## src/rtl/z16_fetch_unit.sv

```systemverilog
// Z16 instruction-fetch stage: program counter, instruction-memory address,
// IF/ID pipeline register, and the BOOT/RUN/HALT control state machine.
module z16_fetch_unit #(
    parameter logic [15:0] RESET_PC  = 16'h0000,
    parameter logic [15:0] NOP_INSTR = 16'h0000
) (
    input  logic        i_clk,
    input  logic        i_rst_n,
    output logic [15:0] o_imem_addr,
    input  logic [15:0] i_imem_instr,
    input  logic        i_stall,
    input  logic        i_redirect,
    input  logic [15:0] i_redirect_addr,
    input  logic        i_halt,
    input  logic        i_resume,
    output logic [15:0] o_instr,
    output logic [15:0] o_pc,
    output logic        o_valid,
    output logic        o_halted,
    output logic [15:0] o_fetch_count
);

    typedef enum logic [1:0] {
        ST_BOOT = 2'd0,
        ST_RUN  = 2'd1,
        ST_HALT = 2'd2
    } state_t;

    state_t      state_q, state_d;
    logic [15:0] pc_q, pc_d;
    logic [15:0] instr_q, instr_d;
    logic [15:0] if_pc_q, if_pc_d;
    logic        valid_q, valid_d;
    logic [15:0] count_q, count_d;

    // Redirect targets are halfword aligned; bit 0 of the request is dropped.
    logic [15:0] redirect_pc;
    assign redirect_pc = {i_redirect_addr[15:1], 1'b0};

    // Next-state logic: every register holds unless a branch below says otherwise.
    always_comb begin
        state_d = state_q;
        pc_d    = pc_q;
        instr_d = instr_q;
        if_pc_d = if_pc_q;
        valid_d = valid_q;
        count_d = count_q;

        case (state_q)
            ST_BOOT: begin
                // Single bubble cycle after reset; all requests are ignored.
                instr_d = NOP_INSTR;
                valid_d = 1'b0;
                state_d = ST_RUN;
            end

            ST_RUN: begin
                if (i_redirect) begin
                    // Taken branch: flush the fetched slot, even when stalled.
                    pc_d    = redirect_pc;
                    instr_d = NOP_INSTR;
                    valid_d = 1'b0;
                    if (i_halt) begin
                        state_d = ST_HALT;
                    end
                end else if (i_halt) begin
                    instr_d = NOP_INSTR;
                    valid_d = 1'b0;
                    state_d = ST_HALT;
                end else if (!i_stall) begin
                    instr_d = i_imem_instr;
                    if_pc_d = pc_q;
                    valid_d = 1'b1;
                    pc_d    = pc_q + 16'd2;
                    count_d = count_q + 16'd1;
                end
            end

            ST_HALT: begin
                // PC may still be retargeted while parked; resume beats halt.
                instr_d = NOP_INSTR;
                valid_d = 1'b0;
                if (i_redirect) begin
                    pc_d = redirect_pc;
                end
                if (i_resume) begin
                    state_d = ST_RUN;
                end
            end

            default: begin
                state_d = ST_BOOT;
            end
        endcase
    end

    // State registers with synchronous active-low reset overriding everything.
    always_ff @(posedge i_clk) begin
        if (!i_rst_n) begin
            state_q <= ST_BOOT;
            pc_q    <= RESET_PC;
            instr_q <= NOP_INSTR;
            if_pc_q <= 16'h0000;
            valid_q <= 1'b0;
            count_q <= 16'h0000;
        end else begin
            state_q <= state_d;
            pc_q    <= pc_d;
            instr_q <= instr_d;
            if_pc_q <= if_pc_d;
            valid_q <= valid_d;
            count_q <= count_d;
        end
    end

    assign o_imem_addr   = pc_q;
    assign o_instr       = instr_q;
    assign o_pc          = if_pc_q;
    assign o_valid       = valid_q;
    assign o_halted      = (state_q == ST_HALT);
    assign o_fetch_count = count_q;

endmodule

```

## config.mk

```make
export PLATFORM = sky130hd
export DESIGN_NAME = z16_fetch_unit
export DESIGN_NICKNAME = d
export VERILOG_FILES = /design/src/rtl/z16_fetch_unit.sv
export SDC_FILE = /design/constraint.sdc
export NUM_CORES = 1
export LEC_CHECK = 0
export CORE_MARGIN = 2
export CORE_UTILIZATION = 45
export DETAILED_ROUTE_END_ITERATION = 7
export GPL_ROUTABILITY_DRIVEN = 0
export HOLD_SLACK_MARGIN = 0.05
export PLACE_DENSITY = 0.8
export SLEW_MARGIN = 10
export SYNTH_ARGS = -nofsm -noshare
export SYNTH_HDL_FRONTEND = slang
export SYNTH_SLANG_ARGS = --single-unit
```

## constraint.sdc

```tcl
create_clock -name i_clk -period 2.25 [get_ports i_clk]
set_input_delay 0.3375 -clock i_clk [delete_from_list [all_inputs] [get_ports i_clk]]
set_output_delay 0.3375 -clock i_clk [all_outputs]
set_load 0.005 [all_outputs]
```

# Yosys cells after proc, flatten, opt, wreduce, memory -nomap -nowiden

Index checks and enable logic that the tools add are counted.
W data, S select, Z words.

Flip-flop bits (word level): 67
Bits of input ports: 38

Bitwise gates (word level): 3
Mux-type cells: 16
Reductions and logical operators: 8
Equality and inequality tests: 8
Add/subtract/negate cells: 2

Operators by type and width:

| cell                    | count |
|---|---|
| $mux W16                | 7 |
| $pmux W16 S2            | 2 |
| $add A16 B1 Y16 const B | 1 |
| $add A16 B2 Y16 const B | 1 |
| $reduce_and A4 Y1       | 2 |
| $ne A2 B2 Y1 const B    | 3 |
| $ne A3 B3 Y1 const B    | 2 |
| $pmux W2 S3             | 1 |
| $mux W2                 | 2 |
| $ne A4 B4 Y1 const B    | 1 |
| $reduce_and A2 Y1       | 2 |
| $reduce_bool A2 Y1      | 2 |
| $mux W1                 | 3 |
| $not A1 Y1              | 3 |
| $eq A2 B1 Y1 const B    | 1 |
| $eq A2 B2 Y1 const B    | 1 |
| $logic_not A2 Y1        | 1 |
| $pmux W1 S2             | 1 |
| $reduce_or A2 Y1        | 1 |

# Longest topological paths before layout

Word-level depth: 5
Gate-level depth with buffers: 8
Mapped depth without buffers: 6

# Worst setup path after synthesis

No wires, ideal clock.

Kind: register to register
Start point: register state_q[1]
End point: register count_q[0] (netlist: o_fetch_count[0])
Data arrival time: 1.611 ns
Stages on the path, launching flop included: 6
Path slack: 0.524 ns
Required time: 2.135 ns
Clock period less this slack: 1.726 ns
Cell sequence: dfxtp_1 or4b_4 or2_2 buf_2 xnor2_1 and2_1

Word-level cells in the longest chain between the ends: 2

RTL lines:

| item                               | line | text |
|---|---|---|
| start, declared                    | 29   | `state_t state_q, state_d;` |
| start signal, assigned             | 107  | `state_q <= state_d;` |
| $eq A2 B1 Y1                       | 49   | `case (state_q)` |
| $reduce_and A4 Y1 (no source line) | n/a  |  |
| end signal, assigned               | 112  | `count_q <= count_d;` |
| end, declared                      | 34   | `logic [15:0] count_q, count_d;` |

Every way passes these cells.
A chain may end at the register's enable or synchronous reset.

# Worst setup path after layout

Start point: register state_q[1]
End point: output port o_halted

Word-level cells in the longest chain between the ends: 1

RTL lines:

| item          | line | text |
|---|---|---|
| $eq A2 B2 Y1  | 120  | `assign o_halted = (state_q == ST_HALT);` |
| end, declared | 19   | `output logic o_halted,` |

Every way passes these cells.

==> out/results.ini <==
[status]
status = finished clean

[sta]
worstMarginPinSlew_ps = 707.2
layout_setup_ws_ps = 307.5
slew_headroom_pct = 52.64
period_share_pct = 86.33
drv_slew = 0
skew_ps = 9.452
clock.fmax_ghz = 0.5148
min_period_ps = 1942
rsz0062_at_grt = no
setup_violations = 0
final_hold_viol_count = 0
tns_ps = 0

[synth]
synth-main-ff-cell = dfxtp_1
synthAdderAreaFrac_pct = 0.8489
synth_top_family_by_area = simple AND/OR/NAND/NOR gates
synth_compound_area_share_pct = 20.63
seq_area_frac_synth_pct = 44.14
synthArstFlopShare_pct = 0
ys_ff_latch = 65
synthDistinctLibCells = 45
syn_area_um2 = 2948
syn_inst = 336
muxShareOfSynthArea_pct = 0
synth_edf_count = 0
yosysWarnings = 0
synth-simple-area-share_pct = 25.76
syn_avg_cell_area_um2 = 8.773
synthXorXnorAreaFrac_pct = 4.457

[place]
pre_cts_ws_ps = -195.6
dpl.hpwl_mm = 5.369
io_buffers = 100
placed_cell_area_um2 = 4069

[clocking]
cts.sinks = 65
cts_buffers = 9
holdBufCountCts = 0
cts_htree_levels = 3
cts.path.max_buffers = 2
root_buffer = clkbuf_8
cts_tree = yes
clock_latency_ps = 350
cts_setup_buffers = 0
clk_pin_slew_ps = 70
ctsResizeCount = 0

[power]
ir_drop_mv = 0.5354
leakagePower_nw = 1.526
pwr_density_cell_nw_per_um2 = 606.9

[setup_path]
r2r_cells = 7
critPathRequiredTime_ps = 1910
cp-startpoint = state_q[1]
critPathTopFamily = buffers and inverters
crit_path_end = o_halted
max_stage_delay_ps = 520
cp_max_fo = 10
worstPathCellList = nor2b_1 -> buf_4 -> clkdlybuf4s50_1
path_buf_inv = 2
crit_type = reg -> out
crit_path_end_kind = output pin
critPathSlowestCell = clkdlybuf4s50_1
worst-r2r-setup-slack_ps = 400
r2r_end = o_imem_addr[11]
critPathLaunchType = flip-flop
r2r-start = o_imem_addr[2]
crit_cells = 3
arrival_ps = 1600

[layout]
seq_area_um2 = 1301
fillCellCount = 546
final_area_um2 = 4292
area_growth_syn_to_layout_pct = 45.59
antenna_cells = 0
nets = 481
multi_input_area_um2 = 1534
drive_above_1_share_pct = 9.417
layout_common_cells = 99 x clkdlybuf4s50_1, 65 x dfxtp_1, 53 x nand2_1
layout_commonest_cell = clkdlybuf4s50_1
final_util_pct = 67.59

[global_routing]
first_global_vias = 2835
overflow = 0
antenna_found_initial = 0
grt_use_total_pct = 21.97
grt_pass1_wl_mm = 12.79
grt_max_degree = 30

[die]
initial_core_util_pct = 46.42
die_w_um = 84.94
num_rows = 29
dieArea_um2 = 7214
io_pins = 104
die_height_um = 84.94
coreArea_um2 = 6350

[drt]
drt_wl_total_mm = 7.538
ant_nets = 0
drt-pass1-iter-count = 4
drt_iter0_markers = 80
drc = 0
num_vias = 2783
wl_per_cell_um = 14.41
via_per_inst = 5.321

[min_path]
hp-class = in -> reg
min-delay-start = i_rst_n

[flow_run]
maxCapViolCount = 0

synthesized netlist by cell type, types with 6 or more instances:
| cell | n | area [µm²] |
|---|---|---|
| a21oi_1 | 15 | 75.07 |
| nand2_1 | 53 | 198.9 |
| dfxtp_1 | 65 | 1301 |
| clkbuf_1 | 13 | 48.80 |
| nor2b_1 | 23 | 143.9 |
| xnor2_1 | 11 | 96.34 |
| a21boi_0 | 14 | 105.1 |
| buf_2 | 8 | 40.04 |
| o21ai_0 | 6 | 30.03 |
| a22oi_1 | 20 | 150.1 |
| and2_1 | 20 | 125.1 |
| nor2_1 | 7 | 26.28 |
| nand3_1 | 14 | 70.07 |
cell families (layout without fill, tap and decap cells):
logic type                 after synthesis  in the layout
AOI/OAI and AO/OA                       86             86
and+or+nand+nor                        142            142
DFF                                     65             65
other                                    1              2
adders and majority gates                2              2
buffers and inverters                   25            134
xor gates and xnor gates                15             15
state kept, by name (all words and copies together), names as in the netlist:
| register | count |
|---|---|
| o_fetch_count | 16 |
| o_valid | 1 |
| state_q | 2 |
| o_imem_addr | 15 |
| o_pc | 15 |
| o_instr | 16 |
layout make-up:
class,count,area share [%]
Tap cell,77,2.245
Timing Repair Buffer,117,26.47
Multi-Input combinational cell,247,35.74
Inverter,1,0.08746
Clock inverter,5,1.837
Sequential cell,65,30.32
Clock buffer,11,3.294
stage by stage:
step	hold slack, ps	power (W)	cells
after global placement	441.2	0.001515	507
after floorplan	451.4	0.001360	337
final	404.3	0.002605	523
after CTS	408.3	0.002616	523
after detailed placement	445.2	0.001519	507
after global routing	418.3	0.002713	523
how the worst min path moves through the flow:
stage	end	slack [ps]	depth (start not counted)
2_1_floorplan	o_pc[13]	450	2
3_3_place_gp	o_pc[8]	440	2
3_5_place_dp	o_pc[13]	450	2
4_1_cts	state_q[0]	410	2
5_1_grt	state_q[0]	420	2
6_report	state_q[0]	400	2
power breakdown:
| part | switching (W) | internal, W | total [W] | leakage [nW] |
|---|---|---|---|---|
| Combinational | 0.000122 | 0.000167 | 0.000289 | 0.887 |
| Sequential | 0.0000311 | 0.00117 | 0.00121 | 0.526 |
| Clock | 0.000458 | 0.000652 | 0.00111 | 0.113 |
worst register-to-register path, cell delays in order (launching register included):
cell and delay (ps):
dfxtp_1 440, ha_1 260, and4_1 290, nor2b_1 150, buf_4 150, nand3_1 100, o31a_1 260, o22ai_1 140
per-layer routing:
metal  share of wire [%]  GRT usage (%)  wire, µm  up-vias
met5                   0              0         0        -
met4                 1.4          8.947       106        0
met3                 7.1          7.490       533       11
met2                  48          36.94      3590       84
met1                  44          25.70      3308     1304
li1                    -              -         -     1384
Power figures use the tool's default switching activity.
